File: config.mk
export PLATFORM = sky130hd
export DESIGN_NAME = ex_mem_reg_flat
export DESIGN_NICKNAME = d
export VERILOG_FILES = /design/src/rtl/ex_mem_reg_if.sv /design/src/rtl/ex_mem_reg.sv /design/src/flat_wrapper.sv
export SDC_FILE = /design/constraint.sdc
export NUM_CORES = 1
export LEC_CHECK = 0
export CAP_MARGIN = 20
export CORE_AREA = 4 4 239 241
export DETAILED_ROUTE_END_ITERATION = 10
export DIE_AREA = 0 0 243 245
export SYNTH_ARGS = -nofsm -noshare
export SYNTH_HDL_FRONTEND = slang
export SYNTH_SLANG_ARGS = --single-unit
File: constraint.sdc
create_clock -name clk -period 9.15 [get_ports clk]
set_input_delay 2.745 -clock clk [delete_from_list [all_inputs] [get_ports clk]]
set_output_delay 2.745 -clock clk [all_outputs]
set_load 0.005 [all_outputs]
File: src/rtl/ex_mem_reg_if.sv
// EX->MEM pipeline boundary bundle: EX-side handshake/payload, MEM-side head entry, forwarding taps.
// The register block uses the slave modport; the EX/MEM side uses master.
interface ex_mem_reg_if #(
    parameter int XLEN = 64
);
    logic            flush;
    logic            ex_valid;
    logic            ex_ready;
    logic [XLEN-1:0] ex_pc;
    logic [31:0]     ex_inst;
    logic [XLEN-1:0] alu_res;
    logic [XLEN-1:0] shifter_res;
    logic [1:0]      res_sel;
    logic            ex_word;
    logic [4:0]      ex_rd_addr;
    logic            ex_rd_wen;
    logic            ex_mem_ren;
    logic            ex_mem_wen;
    logic [1:0]      ex_mem_size;
    logic            ex_mem_unsigned;
    logic [XLEN-1:0] ex_store_data;

    logic            mem_valid;
    logic            mem_ready;
    logic [XLEN-1:0] mem_pc;
    logic [31:0]     mem_inst;
    logic [XLEN-1:0] mem_res;
    logic [4:0]      mem_rd_addr;
    logic            mem_rd_wen;
    logic            mem_ren;
    logic            mem_wen;
    logic [1:0]      mem_size;
    logic            mem_unsigned;
    logic [XLEN-1:0] mem_store_data;

    logic            fwd_valid;
    logic [4:0]      fwd_rd_addr;
    logic [XLEN-1:0] fwd_data;

    modport slave (
        input  flush, ex_valid, ex_pc, ex_inst, alu_res, shifter_res, res_sel, ex_word,
               ex_rd_addr, ex_rd_wen, ex_mem_ren, ex_mem_wen, ex_mem_size, ex_mem_unsigned,
               ex_store_data, mem_ready,
        output ex_ready, mem_valid, mem_pc, mem_inst, mem_res, mem_rd_addr, mem_rd_wen,
               mem_ren, mem_wen, mem_size, mem_unsigned, mem_store_data,
               fwd_valid, fwd_rd_addr, fwd_data
    );

    modport master (
        output flush, ex_valid, ex_pc, ex_inst, alu_res, shifter_res, res_sel, ex_word,
               ex_rd_addr, ex_rd_wen, ex_mem_ren, ex_mem_wen, ex_mem_size, ex_mem_unsigned,
               ex_store_data, mem_ready,
        input  ex_ready, mem_valid, mem_pc, mem_inst, mem_res, mem_rd_addr, mem_rd_wen,
               mem_ren, mem_wen, mem_size, mem_unsigned, mem_store_data,
               fwd_valid, fwd_rd_addr, fwd_data
    );
endinterface

File: src/rtl/ex_mem_reg.sv
// EX/MEM pipeline register: result select, RV64 word sign-extension, valid/ready both sides, flush.
// Define EX_MEM_SKID_EN for a two-entry head+skid build with a registered ex_ready.
module ex_mem_reg #(
    parameter int         XLEN      = 64,
    parameter logic [1:0] RES_ALU   = 2'b00,
    parameter logic [1:0] RES_SHIFT = 2'b01,
    parameter logic [1:0] RES_LINK  = 2'b10
) (
    input logic         clk,
    input logic         rst,
    ex_mem_reg_if.slave bus
);

    typedef struct packed {
        logic [XLEN-1:0] pc;
        logic [31:0]     inst;
        logic [XLEN-1:0] res;
        logic [4:0]      rd_addr;
        logic            rd_wen;
        logic            ren;
        logic            wen;
        logic [1:0]      size;
        logic            unsgn;
        logic [XLEN-1:0] store_data;
    } entry_t;

    entry_t          incoming;
    entry_t          head;
    logic [XLEN-1:0] sel_res;
    logic            head_valid;
    logic            accept;
    logic            depart;

    always_comb begin
        // NOTE: default assignment first, so no path through the case leaves sel_res holding (no latch).
        sel_res = '0;
        case (bus.res_sel)
            RES_ALU:   sel_res = bus.alu_res;
            RES_SHIFT: sel_res = bus.shifter_res;
            RES_LINK:  sel_res = bus.ex_pc + XLEN'(4);
            default:   sel_res = '0;
        endcase
    end

    // W-type ops rely on this extension for every source, shifter included.
    assign incoming = '{
        pc:         bus.ex_pc,
        inst:       bus.ex_inst,
        res:        bus.ex_word ? {{(XLEN-32){sel_res[31]}}, sel_res[31:0]} : sel_res,
        rd_addr:    bus.ex_rd_addr,
        rd_wen:     bus.ex_rd_wen & (bus.ex_rd_addr != 5'd0),
        ren:        bus.ex_mem_ren,
        wen:        bus.ex_mem_wen,
        size:       bus.ex_mem_size,
        unsgn:      bus.ex_mem_unsigned,
        store_data: bus.ex_store_data
    };

    assign accept = bus.ex_valid & bus.ex_ready;
    assign depart = head_valid & bus.mem_ready;

`ifdef EX_MEM_SKID_EN
    typedef enum logic [1:0] {EMPTY, ONE, TWO} state_t;

    state_t state;
    entry_t skid;
    logic   ready_q;

    assign head_valid   = (state != EMPTY);
    assign bus.ex_ready = ready_q;

    always_ff @(posedge clk) begin
        // NOTE: non-blocking assignments for all sequential state so every flop samples pre-edge values.
        if (rst) begin
            state   <= EMPTY;
            ready_q <= 1'b1;
            head    <= '0;
        end else if (bus.flush) begin
            state   <= EMPTY;
            ready_q <= 1'b1;
        end else begin
            case (state)
                EMPTY: if (accept) begin
                    head  <= incoming;
                    state <= ONE;
                end
                ONE: begin
                    if (accept && depart) begin
                        head <= incoming;
                    end else if (depart) begin
                        state <= EMPTY;
                    end else if (accept) begin
                        state   <= TWO;
                        ready_q <= 1'b0;
                    end
                end
                TWO: if (depart) begin
                    head    <= skid;
                    state   <= ONE;
                    ready_q <= 1'b1;
                end
                default: begin
                    state   <= EMPTY;
                    ready_q <= 1'b1;
                end
            endcase
        end
    end

    // NOTE: skid payload has no reset; it is only ever observed through the head after a valid fill.
    always_ff @(posedge clk) begin
        if (!rst && !bus.flush && state == ONE && accept && !depart) begin
            skid <= incoming;
        end
    end
`else
    logic valid_q;

    assign head_valid   = valid_q;
    assign bus.ex_ready = ~valid_q | bus.mem_ready;

    always_ff @(posedge clk) begin
        if (rst) begin
            valid_q <= 1'b0;
            head    <= '0;
        end else if (bus.flush) begin
            valid_q <= 1'b0;
        end else if (accept) begin
            head    <= incoming;
            valid_q <= 1'b1;
        end else if (depart) begin
            valid_q <= 1'b0;
        end
    end
`endif

    assign bus.mem_valid      = head_valid;
    assign bus.mem_pc         = head.pc;
    assign bus.mem_inst       = head.inst;
    assign bus.mem_res        = head.res;
    assign bus.mem_rd_addr    = head.rd_addr;
    assign bus.mem_rd_wen     = head.rd_wen;
    assign bus.mem_ren        = head.ren;
    assign bus.mem_wen        = head.wen;
    assign bus.mem_size       = head.size;
    assign bus.mem_unsigned   = head.unsgn;
    assign bus.mem_store_data = head.store_data;

    // Loads are excluded: their final value is not known until MEM.
    assign bus.fwd_valid   = head_valid & head.rd_wen & ~head.ren;
    assign bus.fwd_rd_addr = head.rd_addr;
    assign bus.fwd_data    = head.res;

endmodule

File: src/flat_wrapper.sv
// flat-port wrapper written by rule: the top's interface ports become plain ports
module ex_mem_reg_flat 
#(
    parameter int         XLEN      = 64,
    parameter logic [1:0] RES_ALU   = 2'b00,
    parameter logic [1:0] RES_SHIFT = 2'b01,
    parameter logic [1:0] RES_LINK  = 2'b10
)
  (clk, rst, bus_flush, bus_ex_valid, bus_ex_pc, bus_ex_inst, bus_alu_res, bus_shifter_res, bus_res_sel, bus_ex_word, bus_ex_rd_addr, bus_ex_rd_wen, bus_ex_mem_ren, bus_ex_mem_wen, bus_ex_mem_size, bus_ex_mem_unsigned, bus_ex_store_data, bus_mem_ready, bus_ex_ready, bus_mem_valid, bus_mem_pc, bus_mem_inst, bus_mem_res, bus_mem_rd_addr, bus_mem_rd_wen, bus_mem_ren, bus_mem_wen, bus_mem_size, bus_mem_unsigned, bus_mem_store_data, bus_fwd_valid, bus_fwd_rd_addr, bus_fwd_data);
  ex_mem_reg_if #(.XLEN(XLEN)) bus_i ();
  input logic clk;
  input logic rst;
  input wire logic [$bits(bus_i.flush)-1:0] bus_flush;
  input wire logic [$bits(bus_i.ex_valid)-1:0] bus_ex_valid;
  input wire logic [$bits(bus_i.ex_pc)-1:0] bus_ex_pc;
  input wire logic [$bits(bus_i.ex_inst)-1:0] bus_ex_inst;
  input wire logic [$bits(bus_i.alu_res)-1:0] bus_alu_res;
  input wire logic [$bits(bus_i.shifter_res)-1:0] bus_shifter_res;
  input wire logic [$bits(bus_i.res_sel)-1:0] bus_res_sel;
  input wire logic [$bits(bus_i.ex_word)-1:0] bus_ex_word;
  input wire logic [$bits(bus_i.ex_rd_addr)-1:0] bus_ex_rd_addr;
  input wire logic [$bits(bus_i.ex_rd_wen)-1:0] bus_ex_rd_wen;
  input wire logic [$bits(bus_i.ex_mem_ren)-1:0] bus_ex_mem_ren;
  input wire logic [$bits(bus_i.ex_mem_wen)-1:0] bus_ex_mem_wen;
  input wire logic [$bits(bus_i.ex_mem_size)-1:0] bus_ex_mem_size;
  input wire logic [$bits(bus_i.ex_mem_unsigned)-1:0] bus_ex_mem_unsigned;
  input wire logic [$bits(bus_i.ex_store_data)-1:0] bus_ex_store_data;
  input wire logic [$bits(bus_i.mem_ready)-1:0] bus_mem_ready;
  output wire logic [$bits(bus_i.ex_ready)-1:0] bus_ex_ready;
  output wire logic [$bits(bus_i.mem_valid)-1:0] bus_mem_valid;
  output wire logic [$bits(bus_i.mem_pc)-1:0] bus_mem_pc;
  output wire logic [$bits(bus_i.mem_inst)-1:0] bus_mem_inst;
  output wire logic [$bits(bus_i.mem_res)-1:0] bus_mem_res;
  output wire logic [$bits(bus_i.mem_rd_addr)-1:0] bus_mem_rd_addr;
  output wire logic [$bits(bus_i.mem_rd_wen)-1:0] bus_mem_rd_wen;
  output wire logic [$bits(bus_i.mem_ren)-1:0] bus_mem_ren;
  output wire logic [$bits(bus_i.mem_wen)-1:0] bus_mem_wen;
  output wire logic [$bits(bus_i.mem_size)-1:0] bus_mem_size;
  output wire logic [$bits(bus_i.mem_unsigned)-1:0] bus_mem_unsigned;
  output wire logic [$bits(bus_i.mem_store_data)-1:0] bus_mem_store_data;
  output wire logic [$bits(bus_i.fwd_valid)-1:0] bus_fwd_valid;
  output wire logic [$bits(bus_i.fwd_rd_addr)-1:0] bus_fwd_rd_addr;
  output wire logic [$bits(bus_i.fwd_data)-1:0] bus_fwd_data;
  assign bus_i.flush = bus_flush;
  assign bus_i.ex_valid = bus_ex_valid;
  assign bus_i.ex_pc = bus_ex_pc;
  assign bus_i.ex_inst = bus_ex_inst;
  assign bus_i.alu_res = bus_alu_res;
  assign bus_i.shifter_res = bus_shifter_res;
  assign bus_i.res_sel = bus_res_sel;
  assign bus_i.ex_word = bus_ex_word;
  assign bus_i.ex_rd_addr = bus_ex_rd_addr;
  assign bus_i.ex_rd_wen = bus_ex_rd_wen;
  assign bus_i.ex_mem_ren = bus_ex_mem_ren;
  assign bus_i.ex_mem_wen = bus_ex_mem_wen;
  assign bus_i.ex_mem_size = bus_ex_mem_size;
  assign bus_i.ex_mem_unsigned = bus_ex_mem_unsigned;
  assign bus_i.ex_store_data = bus_ex_store_data;
  assign bus_i.mem_ready = bus_mem_ready;
  assign bus_ex_ready = bus_i.ex_ready;
  assign bus_mem_valid = bus_i.mem_valid;
  assign bus_mem_pc = bus_i.mem_pc;
  assign bus_mem_inst = bus_i.mem_inst;
  assign bus_mem_res = bus_i.mem_res;
  assign bus_mem_rd_addr = bus_i.mem_rd_addr;
  assign bus_mem_rd_wen = bus_i.mem_rd_wen;
  assign bus_mem_ren = bus_i.mem_ren;
  assign bus_mem_wen = bus_i.mem_wen;
  assign bus_mem_size = bus_i.mem_size;
  assign bus_mem_unsigned = bus_i.mem_unsigned;
  assign bus_mem_store_data = bus_i.mem_store_data;
  assign bus_fwd_valid = bus_i.fwd_valid;
  assign bus_fwd_rd_addr = bus_i.fwd_rd_addr;
  assign bus_fwd_data = bus_i.fwd_data;
  ex_mem_reg #(.XLEN(XLEN), .RES_ALU(RES_ALU), .RES_SHIFT(RES_SHIFT), .RES_LINK(RES_LINK)) u_core (.clk(clk), .rst(rst), .bus(bus_i));
endmodule
==> summary.txt, run 1 <==
Run status
  – Status: finished, final reports clean

Yosys
  – Synth unique cells: 55
  – Post-synthesis net count: 1805
  – Sequential fraction of the synthesis area: 41.68%
  – Mapped Avg Cell Area: 7.572 sq um
  – Top FF cell, synth: dfxtp_1
  – Post-synth ARST share: 0%
  – Post-Syn Area: 0.01133 sq mm
  – YS warnings: 0
  – Synthesized flop and latch total: 236
  – Number of synthesized flops with an enable pin: 0
  – Synth Instances: 1497

Layout
  – Fill cells: 5739
  – Area grow syn2layout: 62.42%
  – Cell area after layout: 0.01841 sq mm
  – Final #Nets: 2282
  – Share of cells above drive strength 1: 3.865%
  – Register area: 0.004725 sq mm
  – Multi-input logic area: 0.005637 sq mm

Worst hold path
  – Worst Hold Class: reg2reg
  – Worst hold stages: 2
  – Min-delay src: u_core.bus.mem_inst[9]$_SDFFE_PP0P_

Clock tree
  – Post-CTS Repair Setup Buffers: 0
  – CTS Buf Count: 29
  – Clock latency on the worst-skew pair: 560 ps
  – Clock slew at reported path FFs: 60 ps
  – CTS tree: yes
  – # hold bufs at CTS: 0
  – CTS Buffer Depth: 3
  – Post-cts repair resize count: 0
  – Clock Tree Root: clkbuf_16
  – H-tree levels: 1
  – Num Clock Sinks: 236

Global routing
  – Antenna violations before repair: 1
  – GRT overflow: 0
  – First-pass GRT wire length: 80230 um
  – Largest net degree at the start of global routing: 127
  – Vias in the first global route: 12580
  – Tot GR Track Use: 17.29%

Critical path
  – Crit path max fanout: 3
  – Worst R2R Path Depth: 8
  – Setup crit start kind: input port
  – Setup crit start: bus_mem_ready
  – Crit path DAT: 3890 ps
  – Worst R2R Start: u_core.bus.mem_valid$_SDFFE_PP0P_
  – Setup CP Type: in2out
  – Req. time, crit path: 6410 ps
  – Critical path endpoint category: output port

Floorplanning
  – Die Wd: 243 um
  – Initial core utilization: 20.65%
  – I/O pin count: 614
  – Die area: 0.05954 sq mm
  – Core Area: 0.05488 sq mm
  – Die H: 245 um
  – Rows: 86

Flow run
  – Maximum capacitance violations: 0

Detailed routing
  – DRT antenna net count: 0
  – Wirelength per Cell: 20.45 um
  – Vias/cell: 4.664
  – # DRC: 0
  – Post-Route WL: 55150 um
  – Vias: 12580
  – DRT Pass-1 Iters: 5
  – Starting DRT DRC Count: 697

STA
  – Period Utilization, post-route: 72.51%
  – Max-slew headroom: 27.54%
  – Max Clk Rate: 0.1507 GHz
  – Clock skew: 10.54 ps
  – Pin slew with the least headroom to its limit: 1084 ps
  – Setup ws final: 2515 ps
  – RSZ-0062 raised after global routing: false
  – Final setup viols: 0
  – Post-layout minimum cycle time: 6635 ps
  – Fin Setup TNS: 0 ps
  – Endpoints failing hold: 0
  – Slew Limit Fails: 0

Placed design
  – Final Wtd Congestion: 0.8525
  – Setup WS pre-CTS: 2507 ps
  – Port-buffer cells: 613
  – Placed cell area: 0.01752 sq mm
  – Post-detail-place hpwl: 42150 um

Power
  – Seq pwr share: 40.8%
  – Net Sw Frac: 26.87%
  – Combinational share of power: 19.7%
  – Psw: 0.7414 mW
  – Pwr/cell area: 149.8 mW/mm^2
  – Clock Power Share: 39.5%
  – Worst VDD drop: 124.8 uV
  – Static leakage: 6.451 nW
  – P_int: 2.017 mW
==> cell families (layout without fill, tap and decap cells) <==
| group | Yosys count | after routing | synth area share [%] |
|---|---|---|---|
| AOI/OAI and AO/OA | 314 | 314 | 16.09 |
| xor gates and xnor gates | 41 | 41 | 3.168 |
| adders and majority gates | 1 | 1 | 0.1104 |
| buffers and inverters | 189 | 684 | 8.721 |
| DFF | 236 | 236 | 41.68 |
| muxes | 48 | 48 | 4.316 |
| other | 0 | 1 | 0 |
| and+or+nand+nor | 668 | 668 | 25.91 |
==> path summary, 6_finish.rpt <==
| kind | to | slack (ps) |
|---|---|---|
| setup / recovery | bus_ex_ready | 2520 |
| hold / removal | u_core.bus.mem_inst[9]$_SDFFE_PP0P_ | 450 |
| setup reg to reg | u_core.bus.fwd_data[43]$_SDFFE_PP0P_ | 6430 |
| hold reg to reg | u_core.bus.mem_inst[9]$_SDFFE_PP0P_ | 450 |
==> routing by layer <==
metal | vias to the layer above | global-route usage (%) | share of wire (%)
met1 | 5936 | 21.57 | 42
li1 | 6022 | - | -
met4 | 0 | 4.651 | 2.6
met3 | 78 | 4.435 | 7.7
met5 | - | 0 | 0
met2 | 543 | 29.72 | 48
==> power groups by stage <==
| stage | sequential, mW | combinational (mW) | clock [mW] |
|---|---|---|---|
| after floorplan | 1.14 | 0.199 | 0 |
| after global placement | 1.15 | 0.544 | 0 |
| after detailed placement | 1.15 | 0.547 | 0 |
| after CTS | 1.13 | 0.550 | 1.13 |
| after global routing | 1.13 | 0.586 | 1.18 |
| final | 1.13 | 0.543 | 1.09 |
==> cell usage after synthesis (2+ instances only) <==
cell / number / share of area [%]
nand3b_1: 2 / 0.13
a211oi_1: 47 / 3.1
dfxtp_1: 236 / 42
nand4_1: 16 / 0.88
nor4_1: 28 / 1.5
clkbuf_1: 96 / 3.2
o22ai_1: 2 / 0.11
o21bai_1: 5 / 0.33
or3_1: 7 / 0.39
nor2b_1: 4 / 0.22
inv_1: 8 / 0.26
mux2i_1: 41 / 3.6
and3_1: 17 / 0.94
and2_1: 6 / 0.33
buf_4: 69 / 4.6
a31oi_1: 4 / 0.22
nor2_1: 105 / 3.5
buf_1: 10 / 0.33
nor3_1: 47 / 2.1
mux2_2: 7 / 0.70
xor2_1: 21 / 1.6
o211ai_1: 2 / 0.13
a211o_1: 3 / 0.23
nand2b_1: 7 / 0.39
a21oi_1: 195 / 8.6
o32ai_1: 4 / 0.31
xnor2_1: 20 / 1.5
nand2_1: 381 / 13
or4_1: 7 / 0.46
nand3_1: 23 / 1.0
buf_2: 3 / 0.13
and4_1: 8 / 0.62
buf_6: 2 / 0.20
a222oi_1: 6 / 0.53
o21ai_0: 33 / 1.5
a311oi_1: 4 / 0.31
or2_2: 3 / 0.17
==> metrics by stage <==
stage	power (mW)	std cells	util [%]	hold WS (ps)
after floorplan	1.339	1497	-	452.7
after global placement	1.691	2647	31.93	440.8
after detailed placement	1.696	2647	31.93	446.7
after CTS	2.811	2696	33.54	453.6
after global routing	2.896	2697	33.55	468.1
final	2.759	2697	33.55	452.4
==> final cells by class <==
cell class | count | share of cell area [%]
Inverter | 8 | 0.1631
Clock inverter | 10 | 0.4893
Antenna cell | 1 | 0.01359
Sequential cell | 236 | 25.66
Timing Repair Buffer | 627 | 33.96
Multi-Input combinational cell | 1072 | 30.62
Clock buffer | 39 | 4.309
Tap cell | 704 | 4.785
==> placed cells by master (no fill, tap or decap), types with 5 or more instances in the layout <==
| master | Yosys | routed |
|---|---|---|
| clkbuf_1 | 96 | 7 |
| clkdlybuf4s50_1 | 0 | 610 |
| and4_1 | 8 | 8 |
| nand4_1 | 16 | 16 |
| o21ai_0 | 33 | 33 |
| or3_1 | 7 | 7 |
| nor2_1 | 105 | 105 |
| buf_4 | 69 | 15 |
| a21oi_1 | 195 | 195 |
| and3_1 | 17 | 17 |
| or4_1 | 7 | 7 |
| xor2_1 | 21 | 21 |
| a222oi_1 | 6 | 6 |
| nand2b_1 | 7 | 7 |
| mux2i_1 | 41 | 41 |
| dfxtp_1 | 236 | 236 |
| nand2_1 | 381 | 381 |
| nand3_1 | 23 | 23 |
| and2_1 | 6 | 6 |
| mux2_2 | 7 | 7 |
| nor4_1 | 28 | 28 |
| xnor2_1 | 20 | 20 |
| nor3_1 | 47 | 47 |
| a211oi_1 | 47 | 47 |
| clkbuf_16 | 0 | 29 |
| inv_1 | 8 | 8 |
| o21bai_1 | 5 | 5 |
==> worst max-delay path, cell delays in order <==
cell and delay, ps:
clkdlybuf4s50_1 400, nor2b_1 210, inv_1 90, clkdlybuf4s50_1 450
==> state kept, by name, summed over array words and instances (netlist names) <==
| name | cells |
|---|---|
| u_core.bus.fwd_data | 64 |
| u_core.bus.mem_pc | 64 |
| u_core.bus.mem_store_data | 64 |
| u_core.bus.mem_inst | 32 |
| u_core.bus.fwd_rd_addr | 5 |
| u_core.bus.mem_size | 2 |
| u_core.bus.mem_rd_wen | 1 |
| u_core.bus.mem_ren | 1 |
| u_core.bus.mem_unsigned | 1 |
| u_core.bus.mem_valid | 1 |
| u_core.bus.mem_wen | 1 |
(Power assumes the default switching activity.)
==> run 2: changes to the inputs <==
Clock period 9.15 ns to 6.7 ns, I/O delays scaled along.
==> run 2 against run 1 <==
- cell count grew 0.26%
- sequential cell count is the same
- clock-buffer cell count unchanged
- setup slack worse by 990 ps
- clock skew is 2.2 ps lower
- first-iteration DRC count increased by 22%
- routed wire length is 2.6% higher
- utilization rose by 0.39 points
- sequential share of layout area shrank 0.30 points
- worst hold slack barely moved
- sequential power is 36% higher
- die area unchanged
- critical path type unchanged
- critical endpoint unchanged
- largest cell class unchanged
- largest power group is now clock
==> summary.txt, run 2 (synthesis results as in run 1) <==
Run status
  – Status: finished, final reports clean

Critical path
  – Slowest CP cell: clkdlybuf4s50_1
  – Worst path cell trace: clkdlybuf4s50_1, nor2b_1, inv_1, clkdlybuf4s50_1
  – Crit path DAT: 3170 ps (-720 ps)
  – Max incr delay on CP: 450 ps (about the same)
  – Setup crit start kind: input port
  – CP most frequent cell: clkdlybuf4s50_1
  – Req. time, crit path: 4690 ps (-1720 ps)
  – Crit path max fanout: 3 (unchanged)
  – Critical Path Stages: 4 (unchanged)
  – FF-to-FF setup slack: 4170 ps (-2260 ps)
  – Crit path max-delay family: buffers and inverters
  – Critical path endpoint category: output port
  – Setup CP Type: in2out
  – Worst R2R Path Depth: 7 (-1)
  – Worst Path Buf+Inv: 3 (unchanged)

Power
  – Pwr/cell area: 212.8 mW/mm^2 (+42%)
  – Static leakage: 6.574 nW (+1.9%)
  – Design Power: 3.964 mW (+44%)
  – Worst VDD drop: 148.6 uV (+19%)

STA
  – RSZ-0062 raised after global routing: false
  – Slew Limit Fails: 0 (unchanged)
  – Pin slew with the least headroom to its limit: 1117 ps (+33.00 ps)
  – Post-layout minimum cycle time: 5178 ps
  – Period Utilization, post-route: 77.28%
  – Fin Setup TNS: 0 ps (unchanged)
  – Clock skew: 8.299 ps (-2.236 ps)
  – Max-slew headroom: 24.86% (-2.7 points)
  – Endpoints failing hold: 0 (unchanged)
  – Max Clk Rate: 0.1931 GHz
  – Final setup viols: 0 (unchanged)

Layout
  – Register area: 0.004725 sq mm (unchanged)
  – Share of cells above drive strength 1: 4.500% (+0.63 points)
  – Final #Nets: 2289 (+0.31%)
  – Diodes inserted: 0 (-1)
  – Cell area after layout: 0.01863 sq mm (+1.2%)
  – Post-Layout Cell Count: 2704 (+0.26%)
  – Leading cell type in the layout, fill and taps excluded: clkdlybuf4s50_1
  – Commonest non-fill, non-tap cells in the layout: clkdlybuf4s50_1, nand2_1, dfxtp_1
  – Fill cells: 5710 (-0.51%)
  – Area grow syn2layout: 64.33%
  – Multi-input logic area: 0.005637 sq mm (unchanged)

Clock tree
  – CTS Buf Count: 30 (+3.4%)
  – CTS tree: yes
  – # hold bufs at CTS: 0 (unchanged)
  – H-tree levels: 1 (unchanged)
  – Clock Tree Root: clkbuf_16
  – Clock latency on the worst-skew pair: 570 ps (about the same)
  – Num Clock Sinks: 236 (unchanged)
  – Post-CTS Repair Setup Buffers: 0 (unchanged)
  – Clock slew at reported path FFs: 60 ps (about the same)
  – Post-cts repair resize count: 0 (unchanged)
  – CTS Buffer Depth: 3 (unchanged)

Global routing
  – Antenna violations before repair: 2 (+1)
  – Tot GR Track Use: 17.70% (+0.40 points)
  – GRT overflow: 0 (unchanged)
  – Largest net degree at the start of global routing: 125 (-1.6%)
  – First-pass GRT wire length: 81590 um (+1.7%)
  – Vias in the first global route: 12500 (-0.68%)

Detailed routing
  – DRT antenna net count: 0 (unchanged)
  – Metal-1 WL: 23090 um (+0.35%)
  – Vias: 12670 (+0.69%)
  – DRT Pass-1 Iters: 5 (unchanged)
  – Top Metal Used: met5
  – Wirelength per Cell: 20.92 um (+2.3%)
  – Vias/cell: 4.684 (+0.43%)
  – Post-Route WL: 56570 um (+2.6%)
  – Met3 routed WL: 4678 um (+9.7%)
  – Starting DRT DRC Count: 849 (+22%)
  – # DRC: 0 (unchanged)
  – Met2 Wirelength: 27120 um (+2.5%)

Floorplanning
  – Core Area: 0.05488 sq mm (unchanged)
  – Die Wd: 243 um (unchanged)
  – Die H: 245 um (unchanged)
  – Initial core utilization: 20.65% (unchanged)
  – I/O pin count: 614 (unchanged)
  – Die area: 0.05954 sq mm (unchanged)
  – Rows: 86 (unchanged)

Worst hold path
  – Worst Hold Class: reg2reg
  – Worst hold stages: 2 (unchanged)

Flow run
  – Maximum capacitance violations: 0 (unchanged)

Placed design
  – Placed cells: 2650 (+0.11%)
  – Final Wtd Congestion: 0.8411 (-1.3%)
  – Post-detail-place hpwl: 43720 um (+3.7%)
  – Placed cell area: 0.01758 sq mm (+0.34%)
  – Port-buffer cells: 613 (unchanged)
==> run 2: cell count changes in the layout (fill, tap and decap cells not counted), sizes merged <==
| cell | before | now |
|---|---|---|
| buf | 16 | 21 |
| bufinv | 1 | 3 |
| clkbuf | 40 | 41 |
| clkinv | 5 | 6 |
| clkinvlp | 3 | 1 |
| diode | 1 | 0 |
| inv | 9 | 10 |
==> run 2: layer usage <==
metal | vias up | GRT usage, %
li1 | 6041 | -
met5 | - | 0
met4 | 2 | 5.042
met1 | 5946 | 21.61
met3 | 82 | 4.676
met2 | 595 | 30.75
==> run 2: cell type report <==
class,count,share of cell area (%)
clock buffer,39,4.648
sequential,236,25.36
clock inverter,12,0.7792
inverter,8,0.1612
tap,704,4.729
timing repair buffer,633,34.06
multi-input combinational,1072,30.26
==> run 2: through the flow <==
step	utilization, %	hold slack [ps]	setup slack (ps)
6_report	33.94	452.7	1522
2_1_floorplan	-	452.7	2421
3_3_place_gp	32.04	441.5	986.1
4_1_cts	33.89	453.6	1491
5_1_grt	33.94	467.4	1469
3_5_place_dp	32.04	446.1	877.6
==> run 2: report_power, final <==
part	leakage [nW]	internal, mW	switching, mW
registers	1.93	1.48	0.0604
logic	4.14	0.419	0.330
clock network	0.503	1.01	0.661
==> run 2: final timing paths <==
kind | startpoint | end
setup reg to reg | u_core.bus.mem_valid$_SDFFE_PP0P_ | u_core.bus.mem_store_data[43]$_SDFFE_PP0P_
hold reg to reg | u_core.bus.mem_store_data[3]$_SDFFE_PP0P_ | u_core.bus.mem_store_data[3]$_SDFFE_PP0P_
setup / recovery | bus_mem_ready | bus_ex_ready
hold / removal | u_core.bus.mem_store_data[3]$_SDFFE_PP0P_ | u_core.bus.mem_store_data[3]$_SDFFE_PP0P_
==> run 2: worst register-to-register path: cells and delay by family (launching register included) <==
| family | cells | cell delay (ps) |
|---|---|---|
| buffers and inverters | 3 | 1190 |
| and+or+nand+nor | 3 | 700 |
| DFF | 1 | 350 |
| AOI/OAI and AO/OA | 1 | 200 |
